File: src/rtl/regfile_wb_arbiter.sv
// Register-file writeback arbiter: grants one of the ALU and load writeback paths each cycle,
// registers the write port and tracks reserved destination registers in a busy scoreboard.
module regfile_wb_arbiter #(
  parameter int STARVE_LIMIT = 3,
  parameter int DATA_W       = 16,
  parameter int ADDR_W       = 4
) (
  input  logic                     clk,
  input  logic                     reset,
  input  logic                     alu_valid,
  input  logic [ADDR_W-1:0]        alu_addr,
  input  logic [DATA_W-1:0]        alu_data,
  output logic                     alu_ready,
  input  logic                     ld_valid,
  input  logic [ADDR_W-1:0]        ld_addr,
  input  logic [DATA_W-1:0]        ld_data,
  output logic                     ld_ready,
  input  logic                     rsv_valid,
  input  logic [ADDR_W-1:0]        rsv_addr,
  output logic [ADDR_W-1:0]        write_addr,
  output logic [DATA_W-1:0]        write_data,
  output logic                     write_enable,
  output logic [(1<<ADDR_W)-1:0]   busy
);

  localparam int NREG = 1 << ADDR_W;

  logic [3:0]        r_wait_cnt;
  logic [ADDR_W-1:0] r_write_addr;
  logic [DATA_W-1:0] r_write_data;
  logic              r_write_enable;
  logic [NREG-1:0]   r_busy;

  logic              w_alu_pri;
  logic              w_alu_xfer;
  logic              w_ld_xfer;
  logic [NREG-1:0]   w_one;
  logic [NREG-1:0]   w_set;
  logic [NREG-1:0]   w_clr;

  // Handshake: a transfer occurs on a rising edge where valid && ready. Ready is a function
  // of both valids and the ALU wait counter only, never of the other ready, and a requester
  // may withdraw valid at any time; load wins contention until the ALU has waited too long.
  assign w_alu_pri  = (r_wait_cnt >= 4'(STARVE_LIMIT));
  assign ld_ready   = !reset && ld_valid && (!alu_valid || !w_alu_pri);
  assign alu_ready  = !reset && alu_valid && (!ld_valid || w_alu_pri);
  assign w_alu_xfer = alu_valid && alu_ready;
  assign w_ld_xfer  = ld_valid && ld_ready;

  assign w_one = {{(NREG-1){1'b0}}, 1'b1};
  assign w_set = rsv_valid ? (w_one << rsv_addr) : '0;
  assign w_clr = r_write_enable ? (w_one << r_write_addr) : '0;

  always_ff @(posedge clk or posedge reset) begin
    if (reset) begin
      r_write_enable <= 1'b0;
      r_write_addr   <= '0;
      r_write_data   <= '0;
    end else begin
      r_write_enable <= w_alu_xfer || w_ld_xfer;
      if (w_ld_xfer) begin
        r_write_addr <= ld_addr;
        r_write_data <= ld_data;
      end else if (w_alu_xfer) begin
        r_write_addr <= alu_addr;
        r_write_data <= alu_data;
      end
    end
  end

  always_ff @(posedge clk or posedge reset) begin
    if (reset) begin
      r_wait_cnt <= 4'd0;
    end else if (!alu_valid || w_alu_xfer) begin
      r_wait_cnt <= 4'd0;
    end else if (r_wait_cnt != 4'hF) begin
      r_wait_cnt <= r_wait_cnt + 4'd1;
    end
  end

  // A new reservation outlives a write to the same register landing in the same cycle.
  always_ff @(posedge clk or posedge reset) begin
    if (reset) begin
      r_busy <= '0;
    end else begin
      r_busy <= (r_busy & ~w_clr) | w_set;
    end
  end

  assign write_addr   = r_write_addr;
  assign write_data   = r_write_data;
  assign write_enable = r_write_enable;
  assign busy         = r_busy;

endmodule
File: config.mk
export PLATFORM = sky130hd
export DESIGN_NAME = regfile_wb_arbiter
export DESIGN_NICKNAME = d
export VERILOG_FILES = /design/src/rtl/regfile_wb_arbiter.sv
export SDC_FILE = /design/constraint.sdc
export NUM_CORES = 1
export LEC_CHECK = 0
export ABC_CLOCK_PERIOD_IN_PS = 2000
export CAP_MARGIN = 20
export CORE_UTILIZATION = 41
export CTS_CLUSTER_DIAMETER = 120
export DETAILED_ROUTE_END_ITERATION = 10
export PLACE_DENSITY = 0.85
export SETUP_SLACK_MARGIN = 0.15
export SLEW_MARGIN = 20
export SYNTH_ARGS = -nofsm -noshare
export SYNTH_HDL_FRONTEND = slang
export SYNTH_SLANG_ARGS = --single-unit
File: constraint.sdc
create_clock -name clk -period 2 [get_ports clk]
set_clock_uncertainty 0.15 [all_clocks]
set_input_delay 0.3 -clock clk [delete_from_list [all_inputs] [get_ports clk]]
set_output_delay 0.3 -clock clk [all_outputs]
set_load 0.02 [all_outputs]
After elaboration in Yosys (flattened, before gate mapping). Cells that the tools add are included.

Flip-flop bits (word level): 41. Bits of input ports: 49. Output and inout port bits: 39. Logic and storage cells: 37.

Add/sub/neg operators: 1. Order comparisons: 1. Equality and inequality tests: 1. Shift operators: 2. Mux-type cells: 8. Bitwise gates (word level): 3. Reductions and logical operators: 16.

Operators with widths (count): two-way mux 16 bit (4); left shift 1 x 4 -> 16 bit (first input constant) (2); AND 16 bit (1); two-way mux 4 bit (4); NOT 16 bit (1); bitwise OR 16 bit (1); logical AND 1 bit (6); adder 4 x 1 -> 4 bit (second input constant) (1); greater-or-equal comparator 4 x 2 -> 1 bit (second input constant) (1); logical NOT 1 bit (4); logical OR 1 bit (4); inequality test 4 bit (second input constant) (1); nonzero test 2 bit (2).

Depth between registers and ports, before layout. Gate-level depths: netlist of the first run.

Word-level depth: 6. Mapped depth: 5. Depth with buffers taken out: 4.

Worst setup path before layout of the first run. OpenSTA, ideal clock, no wires.

Path type: reg2out. From: register r_wait_cnt[0]. To: output ld_ready. Arrival: 1461 ps. Data required time: 1550 ps. Path slack: 89 ps. Cell stages (with the launch flop): 5. Buffers on the path: 1. Cell sequence: dfrtp_1 -> ha_1 -> o31a_1 -> buf_2 -> nor2_1.

Longest elaborated chain between the ends: 4.

RTL lines: start, declared (RTL line 28) `logic [3:0] r_wait_cnt;`; start signal, assigned (RTL line 77) `r_wait_cnt <= r_wait_cnt + 4'd1;`; greater-or-equal comparator 4 x 2 -> 1 bit (RTL line 44) `assign w_alu_pri = (r_wait_cnt >= 4'(STARVE_LIMIT));`; logical NOT 1 bit (RTL line 45) `assign ld_ready = !reset && ld_valid && (!alu_valid || !w_alu_pri);`; logical OR 1 bit (RTL line 45); logical AND 1 bit (RTL line 45); end, declared (RTL line 17) `output logic ld_ready,`.

Every way passes these cells.

Worst setup path in the final report of the first run. Same ends and word-level chain as after synthesis.

==> qor.yml, run 1 <==
run_status:
  status: "complete, no violations"
cts:
  cts.sinks: 41
  numCtsBuffers: 5
  cts-root-buf: "clkbuf_8"
  h-tree-depth: 2
  cts.clk_slew.worst_paths_ps: 70
  clock_path_buffers: 2
  cts_tree: "built"
  insertion_delay_ps: 290
min_path:
  worstHoldStart: "write_data[15]"
  hold_depth: 2
  holdPathEnd: "write_data[15]"
  hold_path_class: "register to register"
sta:
  setup_tns_ps: 0
  drv_slew: 0
  relSlewSlack_pct: 76.3
  max_freq_mhz: 539
  tightest_slew_ps: 356
  min_period_ps: 1860
  period_share_pct: 92.8
  setup-violations-final: 0
  hold_violations: 0
  rsz0062_at_grt: "yes"
synth:
  yosysTopAreaCell: "dfrtp_1"
  synth_top_cells_by_area: "dfrtp_1 (54%), o21ai_1 (11%), a32oi_1 (9.2%)"
  synth_most_common_cell: "o21ai_1"
  netlist_area_sq_um: 1910
  synth_common_cells: "o21ai_1 (43), dfrtp_1 (41), o21ai_0 (27)"
  ys_types: 27
  yosysSeqAreaShare_pct: 53.6
  ys_warn_count: 0
  synth_nets: 243
  synth_enable_flop_cells: 0
  yosysTopAreaCellShare_pct: 53.6
  async_reset_ff_share_pct: 100
  syn_inst: 193
  synth_ff_type: "dfrtp_1"
  ys_ff_latch: 41
  avgSynthCellArea_sq_um: 9.91
power_and_ir_drop:
  pwr-share-seq_pct: 41.5
  pwr-share-comb_pct: 39.9
  leakage_uw: 0.00122
  switchingPower_uw: 934
  peakVddDrop_v: 0.000395
  power.density_nw_per_um2: 897
  clkPwrFrac_pct: 18.6
  swShare_pct: 33.8
  p_int_uw: 1830
  p_total_uw: 2770
placed_design:
  gp_congestion: 0.821
  dp_hpwl_mm: 3.89
  portBuffers: 87
  place_inst: 336
detailed_routing:
  num_vias: 1979
  wirelength_mm: 5.57
  antenna_left: 0
  drtIter0Drc: 219
  wl_per_cell_um: 15.9
  drc: 0
  viasPerCell: 5.65
  first_pass_iters: 4
setup_path:
  cp_max_fo: 4
  crit_arrival_ps: 1410
  r2r_end: "r_wait_cnt[2]"
  startpoint_type: "register"
  r2r_slack_ps: 200
  worstPathRequired_ps: 1550
  r2r_start: "r_wait_cnt[0]"
  reg2reg_depth: 9
  critPathKind: "register to primary output"
  critPathCaptureType: "primary output"
floorplanning:
  rows: 24
  die_w_um: 70.3
  start_util_pct: 43.3
  core_sq_um: 4410
  die_y_um: 70.3
  dieArea_sq_um: 4940
  io_pins: 88
cells_and_area:
  final_cells: 350
  diodes: 0
  synthToLayoutAreaGrowth_pct: 61.3
  drive_gt1_share_pct: 12.4
  layout.nets: 347
job:
  cap_violations: 0
grt:
  grt_pass1_vias: 1944
  grt_max_degree: 42
  grt_pass1_wl_mm: 9.27
  grt_usage_pct: 23.7
  overflow: 0
  antenna_found_initial: 0
## logic make-up after synthesis
family | after synthesis | synth area share (%)
adder cells (fa/ha/maj) | 1 | 0.654
buffers and inverters | 15 | 3.34
flip-flops | 41 | 53.6
AND/OR/NAND/NOR | 38 | 11.3
AO/OA/AOI/OAI | 96 | 30.1
multiplexers | 1 | 0.523
XOR/XNOR | 1 | 0.458
## how the worst max path moves through the flow
stage               slack [ps]  cells past startpoint     startpoint       endpoint
global route                70                      4  r_wait_cnt[0]       ld_ready
floorplan                  180                      4  r_wait_cnt[0]       ld_ready
CTS                        110                      9  r_wait_cnt[0]  r_wait_cnt[3]
finish                     140                      4  r_wait_cnt[0]       ld_ready
global placement          -210                      4       ld_valid      alu_ready
detailed placement        -170                      4       ld_valid      alu_ready
## per-layer routing
layer  share of wire (%)  up-vias  GRT usage, %
li1                    -      936             -
met1                  40      936          29.7
met2                  50       99          38.6
met3                 8.7        8          6.93
met4                 1.2        0          8.89
met5                   0        -             0
## layout by cell type, fill, tap and decap left out, types with 2 or more instances in the layout
cell type / count
clkdlybuf4s50_1: 82
o21ai_1: 42
dfrtp_1: 41
o21ai_0: 27
buf_4: 22
a32oi_1: 20
nand2b_1: 7
nand2_1: 7
nand3_1: 5
nor2_1: 5
clkbuf_8: 5
nand3b_1: 3
clkbuf_1: 3
inv_1: 2
nor2b_1: 2
or3b_1: 2
o31ai_1: 2
nor3b_1: 2
nor3_1: 2
dlygate4sd2_1: 2
## critical path: stages, from the launching register on
cell and delay [ps]:
dfrtp_1 410, ha_4 190, o31a_1 270, nor2_2 110, buf_6 130
## sequential cells by signal, indices dropped and copies added (netlist names)
name,flops
write_data,16
busy,16
write_addr,4
write_enable,1
r_wait_cnt,4
## per-stage QoR
stage | hold slack, ps | util [%] | worst slack [ps] | area (sq um)
global placement | 325 | 66.6 | -212 | 2940
CTS | 353 | 69.3 | 115 | 3060
global route | 379 | 69.9 | 73.3 | 3090
floorplan | 241 | - | 178 | 1920
finish | 347 | 69.9 | 145 | 3090
detailed placement | 337 | 66.6 | -167 | 2940
## power by group through the flow
stage                     registers, uW  clock network, uW  logic, uW
after floorplan                    1380                  0        256
after global placement             1150                  0       1070
after detailed placement           1160                  0       1100
after CTS                          1140                530       1110
after global routing               1170                570       1190
final                              1150                515       1100
## area by class of cell
class                           instances  area [sq um]
Fill cell                             350          1330
Clock buffer                            8          80.1
Tap cell                               52          65.1
Inverter                                2          7.51
Sequential cell                        41          1030
Multi-Input combinational cell        137           855
Timing Repair Buffer                  110          1050
## repair_timing
item                                    4_1_cts  5_1_grt
endpoints found under the hold margin         0        0
endpoints found under the setup margin        4        7
setup buffers                                 5        1
hold buffers                                  0        0
gates resized for setup                      14        4
pin swaps                                     2        1
No activity file was read; power rests on OpenSTA's default activity.
==> run 2, diff against run 1 <==
- CTS_CLUSTER_DIAMETER: 120 -> 100
==> results of run 2 <==
Same layout as run 1: the final DEF is identical, and so are final timing and power.
==> run 3, diff against run 2 <==
- CAP_MARGIN: 20 -> 40
==> results of run 3 <==
Same layout as run 1: the final DEF is identical, and so are final timing and power.
